==> src/rtl/enc_pkg.sv <==
// Shared widths, FSM state encoding and one-hot helper for the pending encoder.
package enc_pkg;

  localparam int N_IN  = 8;
  localparam int IDX_W = 3;

  typedef enum logic [0:0] {
    IDLE = 1'b0,
    SHOW = 1'b1
  } state_e;

  function automatic logic [N_IN-1:0] onehot8(input logic [IDX_W-1:0] idx);
    logic [N_IN-1:0] oh;
    oh      = '0;
    oh[idx] = 1'b1;
    return oh;
  endfunction

endpackage

==> src/rtl/priority_encoder_8x3.sv <==
// Combinational 8->3 priority encoder with a movable search start.
// ASCEND=1: first set bit at or above start, wrapping; ASCEND=0: first set bit at or below start, wrapping.
module priority_encoder_8x3
  import enc_pkg::*;
#(
  parameter bit ASCEND = 1'b0
) (
  input  logic [N_IN-1:0]  vec,
  input  logic [IDX_W-1:0] start,
  output logic [IDX_W-1:0] idx,
  output logic             any
);

  logic [N_IN-1:0] win;
  logic [N_IN-1:0] cand;

  // Search the window on the start side first; if empty, the wrapped part is the whole vector.
  always_comb begin
    win = '0;
    for (int i = 0; i < N_IN; i++) begin
      if (ASCEND) win[i] = (IDX_W'(i) >= start);
      else        win[i] = (IDX_W'(i) <= start);
    end
    cand = (|(vec & win)) ? (vec & win) : vec;
  end

  always_comb begin
    idx = '0;
    if (ASCEND) begin
      for (int i = N_IN - 1; i >= 0; i--) begin
        if (cand[i]) idx = IDX_W'(i);
      end
    end else begin
      for (int i = 0; i < N_IN; i++) begin
        if (cand[i]) idx = IDX_W'(i);
      end
    end
  end

  assign any = |vec;

endmodule

==> src/rtl/pending_encoder_8x3.sv <==
// Captures 8 event pulses into a pending set and presents one encoded index per handshake.
// Latency 1 cycle req->code; code/valid hold while valid & ~ready, one event accepted per cycle.
module pending_encoder_8x3
  import enc_pkg::*;
#(
  parameter int RR = 0
) (
  input  logic             clk,
  input  logic             rst_n,
  input  logic [N_IN-1:0]  req,
  output logic [IDX_W-1:0] code,
  output logic             valid,
  input  logic             ready,
  output logic [N_IN-1:0]  pending,
  output logic             overflow
);

  state_e           state_q, state_d;
  logic [IDX_W-1:0] code_q, code_d;
  logic [N_IN-1:0]  pending_q, pending_d;
  logic [IDX_W-1:0] rr_ptr_q, rr_ptr_d;
  logic             overflow_q, overflow_d;

  logic [N_IN-1:0]  merge;
  logic [IDX_W-1:0] sel;
  logic             merge_any;
  logic [IDX_W-1:0] search_start;
  logic             load;

  // New requests bypass the pending register so an idle encoder presents them next edge.
  assign merge        = pending_q | req;
  assign search_start = (RR != 0) ? rr_ptr_q : IDX_W'(N_IN - 1);

  priority_encoder_8x3 #(
    .ASCEND (RR != 0)
  ) u_prio (
    .vec   (merge),
    .start (search_start),
    .idx   (sel),
    .any   (merge_any)
  );

  always_comb begin
    state_d    = state_q;
    code_d     = code_q;
    pending_d  = merge;
    rr_ptr_d   = rr_ptr_q;
    load       = 1'b0;
    overflow_d = |(req & pending_q);

    case (state_q)
      IDLE: begin
        if (merge_any) load = 1'b1;
      end
      SHOW: begin
        if (ready) begin
          if (merge_any) load = 1'b1;
          else           state_d = IDLE;
        end
      end
      default: state_d = IDLE;
    endcase

    if (load) begin
      state_d   = SHOW;
      code_d    = sel;
      pending_d = merge & ~onehot8(sel);
      rr_ptr_d  = sel + IDX_W'(1);
    end
  end

  always_ff @(posedge clk) begin
    if (!rst_n) begin
      state_q    <= IDLE;
      code_q     <= '0;
      pending_q  <= '0;
      rr_ptr_q   <= '0;
      overflow_q <= 1'b0;
    end else begin
      state_q    <= state_d;
      code_q     <= code_d;
      pending_q  <= pending_d;
      rr_ptr_q   <= rr_ptr_d;
      overflow_q <= overflow_d;
    end
  end

  assign code     = code_q;
  assign valid    = (state_q == SHOW);
  assign pending  = pending_q;
  assign overflow = overflow_q;

endmodule

==> config.mk <==
export PLATFORM = sky130hd
export DESIGN_NAME = pending_encoder_8x3
export DESIGN_NICKNAME = d
export VERILOG_FILES = /design/src/rtl/enc_pkg.sv /design/src/rtl/priority_encoder_8x3.sv /design/src/rtl/pending_encoder_8x3.sv
export SDC_FILE = /design/constraint.sdc
export NUM_CORES = 1
export LEC_CHECK = 0
export CAP_MARGIN = 25
export CORE_MARGIN = 3
export CORE_UTILIZATION = 40
export CTS_CLUSTER_DIAMETER = 150
export DETAILED_ROUTE_END_ITERATION = 8
export GPL_ROUTABILITY_DRIVEN = 0
export PLACE_DENSITY = 0.76
export SETUP_SLACK_MARGIN = 0.15
export SYNTH_ARGS = -nofsm -noshare
export SYNTH_HDL_FRONTEND = slang
export SYNTH_SLANG_ARGS = --single-unit
export TNS_END_PERCENT = 100
==> constraint.sdc <==
create_clock -name clk -period 1.8 [get_ports clk]
set_input_delay 0.54 -clock clk [delete_from_list [all_inputs] [get_ports clk]]
set_output_delay 0.54 -clock clk [all_outputs]
set_load 0.05 [all_outputs]
==> Word level (Yosys, flattened, before mapping) <==
Cells that the tools add are included.
{ "word_totals": {"input_bits": 11, "reg_bits": 13, "out_inout_bits": 13} }
{ "classes": {"order_cmp": 2, "n_reduce_logical": 3, "n_bitwise": 5, "n_mux": 16} }
{ "op_table": {"columns": ["operator", "n"], "rows": [
  ["$and 8x8->8", 2],
  ["$reduce_or 8->1", 2],
  ["$mux 3", 4],
  ["$mux 8", 1],
  ["$not 8->8", 1],
  ["$or 8x8->8", 1],
  ["$mux 1", 7],
  ["$lt 3x4->1 const B", 1],
  ["$mux 2", 2],
  ["$demux 1 s3", 1],
  ["$ge 3x1->1 const B", 1],
  ["$pmux 1 s2", 1],
  ["$logic_and 1x1->1", 1],
  ["$not 1->1", 1]
]} }

==> Depth between registers and ports, before layout <==
Gate-level depths: netlist of the first run.
{ "logic_depth": {"word_depth": 15, "depth_mapped": 4, "mapped_depth_nobuf": 4} }

==> Cells and area by module <==
From an unflattened synthesis of the first run, not the netlist that was laid out.
{ "unflattened": {"hier_cells": 108, "area_unflattened_um2": 873.3} }
{ "modules_own_cells": {"columns": ["mod", "seq_area_each_um2", "n_inst", "area_per_inst_um2", "cells_each"], "rows": [
  ["pending_encoder_8x3", 260.2, 1, 570.5, 63],
  ["priority_encoder_8x3", 0.0, 1, 302.8, 45]
]} }

==> Worst setup path after synthesis of the first run <==
OpenSTA, ideal clock, no wires.
{ "synth_path": {"kind": "register -> register", "start": "register pending_q[6], in the netlist pending[6]", "end": "register state_q, in the netlist valid", "stages_incl_launch_ff": 5, "arrival_time_ps": 1400, "setup_ps": 132, "path_buffers": 0, "slack_ps": 267, "path_cell_list": "dfxtp_1 nor4_4 and3_2 and2_1 a21oi_1"} }
{ "synth_via": {"elab_chain_cells": 6} }
{ "synth_lines": {"columns": ["item", "line_no", "rtl"], "rows": [
  ["start: declaration", "pending_encoder_8x3.sv:20", "logic [N_IN-1:0] pending_q, pending_d;"],
  ["start signal: assignment", "pending_encoder_8x3.sv:82", "pending_q <= pending_d;"],
  ["$or 8x8->8 *", "pending_encoder_8x3.sv:31", "assign merge = pending_q | req;"],
  ["$reduce_or 8->1 *", null, null],
  ["$mux 1 *", "pending_encoder_8x3.sv:53, pending_encoder_8x3.sv:57", null],
  ["$mux 1", "pending_encoder_8x3.sv:56", "if (ready) begin"],
  ["$pmux 1 s2 / $mux 1 (equally long branches)", "pending_encoder_8x3.sv:51", "case (state_q)"],
  ["$mux 1 *", "pending_encoder_8x3.sv:64", "if (load) begin"],
  ["end signal: assignment", "pending_encoder_8x3.sv:80", "state_q <= state_d;"],
  ["end: declaration", "pending_encoder_8x3.sv:18", "state_e state_q, state_d;"]
]} }
Every way passes the cells marked *; elsewhere a longest branch is shown, timed or not.
A chain may end at the register's enable or synchronous reset.

==> Worst setup path after layout of the first run <==
{ "layout_path": {"start": "register pending_q[6], in the netlist pending[6]", "end": "output pending[6]"} }
{ "layout_lines": {"columns": ["item", "line_no", "rtl"], "rows": [
  ["end: declaration", "pending_encoder_8x3.sv:14", "output logic [N_IN-1:0] pending,"]
]} }
No word-level cell between the ends.

==> results.md, run 1 <==
Finish:
- The number of antenna diodes in the final layout is 0.
- After routing the design area is 0.00114 mm².
- Excluding fillers, the count of instances in the completed layout stands at 116.
- The count of nets after finishing is 114.
- Compared with the post-synthesis result, the final layout area differs by 101%.
- The proportion of layout cells with a drive suffix above 1 is 0.480.

Critical path:
- Data arrives at the worst endpoint at 1.07 ns.
- In this run the number of cells on the critical path is 1.
- Walking the worst path, the cells encountered are buf_12.
- The total buffers and inverters traversed by the critical path is 1.
- The most critical setup path has its endpoint at pending[6].
- The type of origin of the critical path is a flip-flop.
- The maximum fanout count along the critical path is 5.
- Tracing the worst setup path back leads to its startpoint at pending[6].
- The register-to-register path setup slack is 0.20 ns.
- For this design, the slowest cell found on the critical path is sky130_fd_sc_hd__dfxtp_1.
- The category of the critical setup timing path is flip-flop to primary output.
- The worst setup path is captured at a primary output.
- In this design, the stage delay of the slowest critical-path cell is 0.58 ns.
- The worst register-to-register path begins at pending[1].
- For the worst flop-to-flop path, the logic depth is 4.
- For the worst setup path, the data required time is 1.26 ns.
- The kind of cell adding the most delay to the critical path is flip-flops.
- The reg-to-reg critical path endpoint is code[0].

STA:
- The final critical path time including I/O delays and setup is 1.61 ns.
- The tightest slew margin relative to the limit is 0.723.
- The number of pins with negative max-slew slack in the final report is 0.
- The total count of hold-check failures in the final report is 0.
- In the finished design, the share of the clock period the worst path needs comes to 0.895.
- The final setup violation count is 0.
- The worst-case clock skew is 0.00532 ns.
- The total negative slack is 0 ns.
- The actual slew at the worst max-slew pin is 0.414 ns.
- Setup repair after global routing left no endpoint under its margin.
- The peak clock frequency supported by timing is 0.621 GHz.

CTS:
- The number of sinks handled by clock tree synthesis is 13.
- TritonCTS built the clock tree.
- Clock latency on the worst-skew pair, taken at its later pin, is 0.29 ns.
- CTS built an H-tree with a depth of 1.
- The cell sitting at the root of the clock tree is a sky130_fd_sc_hd__clkbuf_4.
- After clock tree synthesis, the clock-pin slew on the worst setup and hold paths is 0.09 ns.
- The total clock buffers created by CTS is 3.
- The longest clock path from root to sink contains 2 buffers.
- The count of hold buffers inserted by post-cts repair is 0.

Drt:
- The average wire per cell in the routed design is 22.7 µm.
- The first-pass detailed-route iteration total is 4.
- The routed layout has 766 vias.
- After detailed routing, the number of vias per cell comes to 6.60.
- The count of nets left with antenna violations after detail routing is 0.
- The number of violations reported at the end of detailed-routing iteration 0 is 65.
- For this run, design rule violations remaining after detail routing come to 0.
- The aggregate routed wire length is 2.63 mm.

Synth:
- The number of standard cells after synthesis is 58.
- The synthesized netlist contains 24 unique library cells.
- In this run the mean area of a mapped cell was 9.79 µm².
- The largest area contributor in the synthesized netlist is sky130_fd_sc_hd__dfxtp_1.
- The simple-gate share of the synthesized area is 0.236.
- For this run, the register share of the synthesized area comes to 0.458.
- Sorting the synthesized cells by area gives the leading types as sky130_fd_sc_hd__dfxtp_1 46%, sky130_fd_sc_hd__a211oi_1 6.6%, sky130_fd_sc_hd__a22oi_1 5.3%.
- Counting flops with a built-in enable in the synthesized netlist gives 0.
- After synthesis, the largest family of logic cells by area is compound AO/OA/AOI/OAI gates.
- In this run the cell area of the synthesized design comes to 568 µm².
- In the synthesized netlist, the cells that appear most often are 13 x sky130_fd_sc_hd__dfxtp_1, 8 x sky130_fd_sc_hd__nor2_1, 5 x sky130_fd_sc_hd__a211oi_1, 4 x sky130_fd_sc_hd__a22oi_1.
- The most used flip-flop cell after synthesis is sky130_fd_sc_hd__dfxtp_1.
- Of all flip-flops after synthesis, the portion carrying an async set or reset was 0.
- After synthesis, the share of cell area in mux cells is 0.
- The number of nets in the synthesized netlist is 69.
- The dominant cell by count in the synthesized netlist is sky130_fd_sc_hd__dfxtp_1.
- The number of register bits inferred by synthesis is 13.
- The area fraction in compound gates after synthesis was 0.300.
- Of the total synthesized cell area, the portion taken by full adders, half adders and majority gates is 0.
- The portion of synthesized cell area occupied by the leading cell type is 0.458.
- Of the total synthesized cell area, the portion taken by XOR and XNOR cells is 0.
- The Yosys step of the flow raised 0 warnings.

GRT:
- In the global route stage, met3 resource usage came out at 0.0373.
- The via count of the first global-routing pass is 727.
- Summed over all layers, the global routing overflow is 0.
- For this run, global-route usage on met2 was measured as 0.398.
- The peak-usage layer in the global routing report is met2.
- The first global-routing pass estimated 3.20 mm of wire.
- For this run, the total global-route usage over all layers was measured as 0.225.
- The fraction of met1 tracks used by global routing is 0.273.
- Entering global routing, the biggest net connects 11 pins.
- The number of antenna violations at the first check in global routing is 0.

Floorplan:
- After floorplanning, the core was sized to cover 0.00122 mm².
- The die is 43.7 µm wide.
- Pin placement for this block handled 24 I/O pins.
- The die span in y is 43.7 µm.
- The die covers 0.00191 mm².
- The number of core rows is 12.
- For this configuration, the core starts out at a cell density of 0.467.

Place:
- Detailed placement finished with a half-perimeter wire length of 1.35 mm.
- Buffers placed on the I/O ports in this run total 23.
- In this run the cell area measured after placement is 0.00102 mm².
- The count of placed standard cells including taps is 111.

Pwr:
- The power per cell area is 738 mW/mm².
- Total power for the finished layout comes to 0.842 mW.
- The worst supply voltage drop on vdd is 0.587 mV.
- For this design the static power due to leakage is 0.496 nW.

Run:
- The tool flagged a number of max-cap violations equal to 0.

Worst hold path:
- The class of the tightest hold or removal check is flip-flop to flip-flop.

Status:
- The run finished with clean final reports.
-- stage by stage --
stage	hold WS [ns]	utilization	worst slack [ns]
2_1_floorplan	0.667	-	0.267
3_3_place_gp	0.467	0.835	-0.181
3_5_place_dp	0.461	0.835	-0.214
4_1_cts	0.472	0.889	0.129
5_1_grt	0.534	0.938	0.153
6_report	0.499	0.938	0.190
-- cell usage in the layout (no fill, tap or decap), types with 3 or more instances in the layout --
cell / count
sky130_fd_sc_hd__a211oi_1: 3
sky130_fd_sc_hd__a21oi_1: 3
sky130_fd_sc_hd__a22oi_1: 4
sky130_fd_sc_hd__buf_12: 9
sky130_fd_sc_hd__buf_4: 21
sky130_fd_sc_hd__clkbuf_4: 3
sky130_fd_sc_hd__dfxtp_1: 13
sky130_fd_sc_hd__dlymetal6s2s_1: 6
sky130_fd_sc_hd__nor2_1: 6
sky130_fd_sc_hd__o21ai_0: 3
-- cell type report --
class | instances | area (µm²)
clock buffer | 4 | 26.3
fill | 38 | 75.1
sequential | 13 | 260
timing repair buffer | 40 | 450
multi-input combinational | 44 | 383
tap | 14 | 17.5
inverter | 1 | 3.75
-- logic make-up (layout without fill, tap and decap cells) --
kind of cell	Yosys count	after routing
AO/OA/AOI/OAI	23	23
buffers and inverters	1	45
flip-flops	13	13
AND/OR/NAND/NOR	21	21
-- sequential cells by signal, indices dropped and copies added (netlist names) --
signal	count
code	3
overflow	1
pending	8
valid	1
-- how the worst min path moves through the flow --
stage,startpoint,endpoint,slack [ns],cells past startpoint
2_1_floorplan,code[2],code[2],0.67,2
3_3_place_gp,code[2],code[2],0.47,2
3_5_place_dp,code[2],code[2],0.46,2
4_1_cts,code[2],code[2],0.47,2
5_1_grt,code[2],code[2],0.53,2
6_report,code[2],code[2],0.50,2
-- power breakdown --
group | switching [mW] | total (mW) | leakage, nW | internal, mW
Clock | 0.116 | 0.202 | 0.0150 | 0.0862
Combinational | 0.163 | 0.296 | 0.372 | 0.133
Sequential | 0.0348 | 0.344 | 0.109 | 0.310
Total | 0.313 | 0.842 | 0.496 | 0.529
-- repair_timing --
action                     CTS  global route
setup endpoints to repair    6             7
pin swaps                    4             5
gates resized for setup     10            12
setup buffers                0             1
-- routing by layer --
| metal | routed length, µm | vias to the layer above |
|---|---|---|
| li1 | - | 319 |
| met1 | 923 | 345 |
| met2 | 1280 | 79 |
| met3 | 280 | 23 |
| met4 | 141 | 0 |
| met5 | 0 | - |
Power figures use the tool's default switching activity.
==> run 2: changes to the inputs <==
--- a/config.mk
+++ b/config.mk
@@ -6,7 +6,6 @@
 export NUM_CORES = 1
 export LEC_CHECK = 0
 export CAP_MARGIN = 25
-export CORE_MARGIN = 3
 export CORE_UTILIZATION = 40
 export CTS_CLUSTER_DIAMETER = 150
 export DETAILED_ROUTE_END_ITERATION = 8
==> results.md, run 2 (synthesized netlist as in run 1, its figures left out) <==
STA:
- The total negative slack is 0 ns (unchanged).
- The tightest slew margin relative to the limit is 0.769 (+0.0458).
- The actual slew at the worst max-slew pin is 0.346 ns (-0.0686 ns).
- The total count of hold-check failures in the final report is 0 (unchanged).
- The number of pins with negative max-slew slack in the final report is 0 (unchanged).
- Setup repair after global routing left no endpoint under its margin.
- The smallest setup slack after layout is 0.222 ns (+0.0322 ns).
- The worst-case clock skew is 0.00345 ns (-0.00187 ns).
- The peak clock frequency supported by timing was 0.634 GHz (+2.0%).
- The final critical path time including I/O delays and setup came to 1.58 ns (-0.0322 ns).
- The post-route fraction of the period consumed by the critical path is 0.877 (-0.0179).
- The final setup violation count came to 0 (unchanged).

Floorplan:
- The count of boundary I/O pins came to 24 (unchanged).
- The die span in y is 39.7 µm (-9.2%).
- The number of core rows was 13 (+1).
- The horizontal die dimension came to 39.7 µm (-9.2%).
- The core outline area is 0.00132 mm² (+8.3%).
- The initial standard-cell utilization of the core is 0.431 (-0.0359).
- The die area is 0.00157 mm² (-17%).

Place:
- The count of input and output buffers was 23 (unchanged).
- The count of placed standard cells including taps was 112 (+0.90%).
- The placement-stage worst setup slack is -0.221 ns (-0.00666 ns).
- The estimated wirelength of the detail-placed design came to 1.31 mm (-2.9%).

Finish:
- The number of antenna cells inserted is 0 (unchanged).
- The total area of multi-input combinational cells came to 375 µm² (-2.0%).
- The proportion of layout cells with a drive suffix above 1 is 0.500 (+0.0196).
- The area growth from synthesis to layout is 102%.
- The most frequent standard cell in the layout excluding fill and tap cells is sky130_fd_sc_hd__buf_4.
- The library cells used most frequently in the layout, excluding fill and tap cells, are 23 x sky130_fd_sc_hd__buf_4, 13 x sky130_fd_sc_hd__dfxtp_1, 9 x sky130_fd_sc_hd__buf_12.
- The final-layout fill cell count is 63 (+66%).
- The area taken by flip-flops and latches is 260 µm² (unchanged).
- The count of nets after finishing is 116 (+1.8%).
- The flip-flop count of the largest register, all copies and words added is 8 (unchanged).
- The count of non-filler cells in the finished layout is 119 (+2.6%).

Worst hold path:
- The worst hold path cell count was 2 (unchanged).
- The worst hold path belongs to the class flip-flop to flip-flop.

Drt:
- The DRC violation count after routing is 0 (unchanged).
- The average wire per cell in the routed design was 17.8 µm (-21%).
- The post-detailed-route via-to-cell ratio is 5.85 (-11%).
- The aggregate routed wire length is 2.12 mm (-19%).
- The number of violations reported at the end of detailed-routing iteration 0 was 26 (-60%).
- The vias after detailed routing was 696 (-9.1%).
- The count of nets left with antenna violations after detail routing is 0 (unchanged).
- The first-pass detailed-route iteration total is 4 (unchanged).

Run:
- The max-capacitance violation count is 0 (unchanged).

CTS:
- The total clock buffers created by CTS is 3 (unchanged).
- The CTS clock-pin slew for the worst setup and hold paths came to 0.08 ns (about the same).
- The number of H-tree levels is 1 (unchanged).
- The clock network latency to the later pin of the worst-skew pair was 0.29 ns (about the same).
- The clock tree from TritonCTS is built.
- The number of sinks handled by clock tree synthesis was 13 (unchanged).
- The buffer type at the clock tree root is sky130_fd_sc_hd__clkbuf_4.
- The worst-case clock buffer depth came to 2 (unchanged).

Critical path:
- The critical path is of the primary input to flip-flop type.
- The type of origin of the critical path is a primary input.
- The total buffers and inverters traversed by the critical path is 1 (unchanged).
- The delay of the slowest critical-path stage is 0.58 ns (about the same).
- The arrival time of data at the critical path endpoint is 1.78 ns (+0.71 ns).
- The depth of the worst register-to-register path is 5 (+1).
- The data required time at the worst endpoint came to 2.00 ns (+0.74 ns).
- The cell count along the critical path is 5 (+4).
- The critical path endpoint category is a flip-flop.
- The largest individual stage delay along the critical path comes from the cell sky130_fd_sc_hd__clkdlybuf4s50_1.
- The maximum fanout count along the critical path was 5 (unchanged).
- The cell family contributing the most delay on the critical path is buffers and inverters.
- The critical path goes through clkdlybuf4s50_1 > nor4_4 > a41oi_4 > nor2_1 > a311oi_1.

GRT:
- The overall global routing resource usage came to 0.300 (+0.0744).
- The via count of the first global-routing pass is 622 (-14%).
- The residual overflow from global routing was 0 (unchanged).
- The number of antenna violations at the first check in global routing is 0 (unchanged).
- The first-pass GRT wire length is 2.89 mm (-9.7%).
- The largest net degree at the start of global routing is 8 (-3).

Pwr:
- The power after layout is 0.820 mW (-2.6%).
- The worst supply voltage drop on vdd is 0.602 mV (+2.6%).
- The leakage power came to 0.486 nW (-2.0%).
- The power per cell area is 717 mW/mm² (-2.9%).

Status:
- The run finished with clean final reports.
==> run 2: repair_timing <==
action                     in CTS  in global routing
setup buffers                   2                  1
setup endpoints to repair       6                  8
pin swaps                       5                  5
hold buffers                    0                  0
resized for setup              11                  9
cloned                          0                  0
==> run 2: cell type report <==
cell class / count / share of cell area
Clock buffer: 4 / 0.0230
Inverter: 1 / 0.00328
Timing Repair Buffer: 42 / 0.402
Multi-Input combinational cell: 44 / 0.328
Sequential cell: 13 / 0.227
Tap cell: 15 / 0.0164
==> run 2: path summary, 6_finish.rpt <==
kind	startpoint	to	slack, ns
hold / removal	code[2]	code[2]	0.50
setup reg to reg	pending[6]	code[1]	0.36
hold reg to reg	code[2]	code[2]	0.50
setup / recovery	req[2]	code[1]	0.22
==> run 2: report_power, final <==
part,internal (mW),switching [mW],leakage (nW),total [mW]
Sequential,0.310,0.0318,0.109,0.341
Clock,0.0863,0.102,0.0150,0.188
Combinational,0.135,0.156,0.362,0.291
==> run 2: stage by stage <==
stage	util	area [µm²]	hold WS, ns
2_1_floorplan	-	568	0.667
3_3_place_gp	0.772	1020	0.456
3_5_place_dp	0.772	1020	0.461
4_1_cts	0.840	1110	0.476
5_1_grt	0.869	1140	0.505
6_report	0.869	1140	0.495
==> run 2: metal layers <==
| layer | GRT usage | wire, µm | vias to the layer above |
|---|---|---|---|
| met2 | 0.471 | 1020 | 40 |
| met5 | 0 | 0 | - |
| met4 | 0.216 | 57 | 0 |
| met1 | 0.358 | 903 | 330 |
| met3 | 0.0568 | 135 | 5 |
| li1 | - | - | 321 |
==> run 2: worst reg2reg max path: stages (launching register included) <==
cell and delay [ns]:
sky130_fd_sc_hd__dfxtp_1 0.52, sky130_fd_sc_hd__nor4_4 0.09, sky130_fd_sc_hd__buf_4 0.17, sky130_fd_sc_hd__a41oi_4 0.29, sky130_fd_sc_hd__nor2_1 0.07, sky130_fd_sc_hd__a311oi_1 0.22
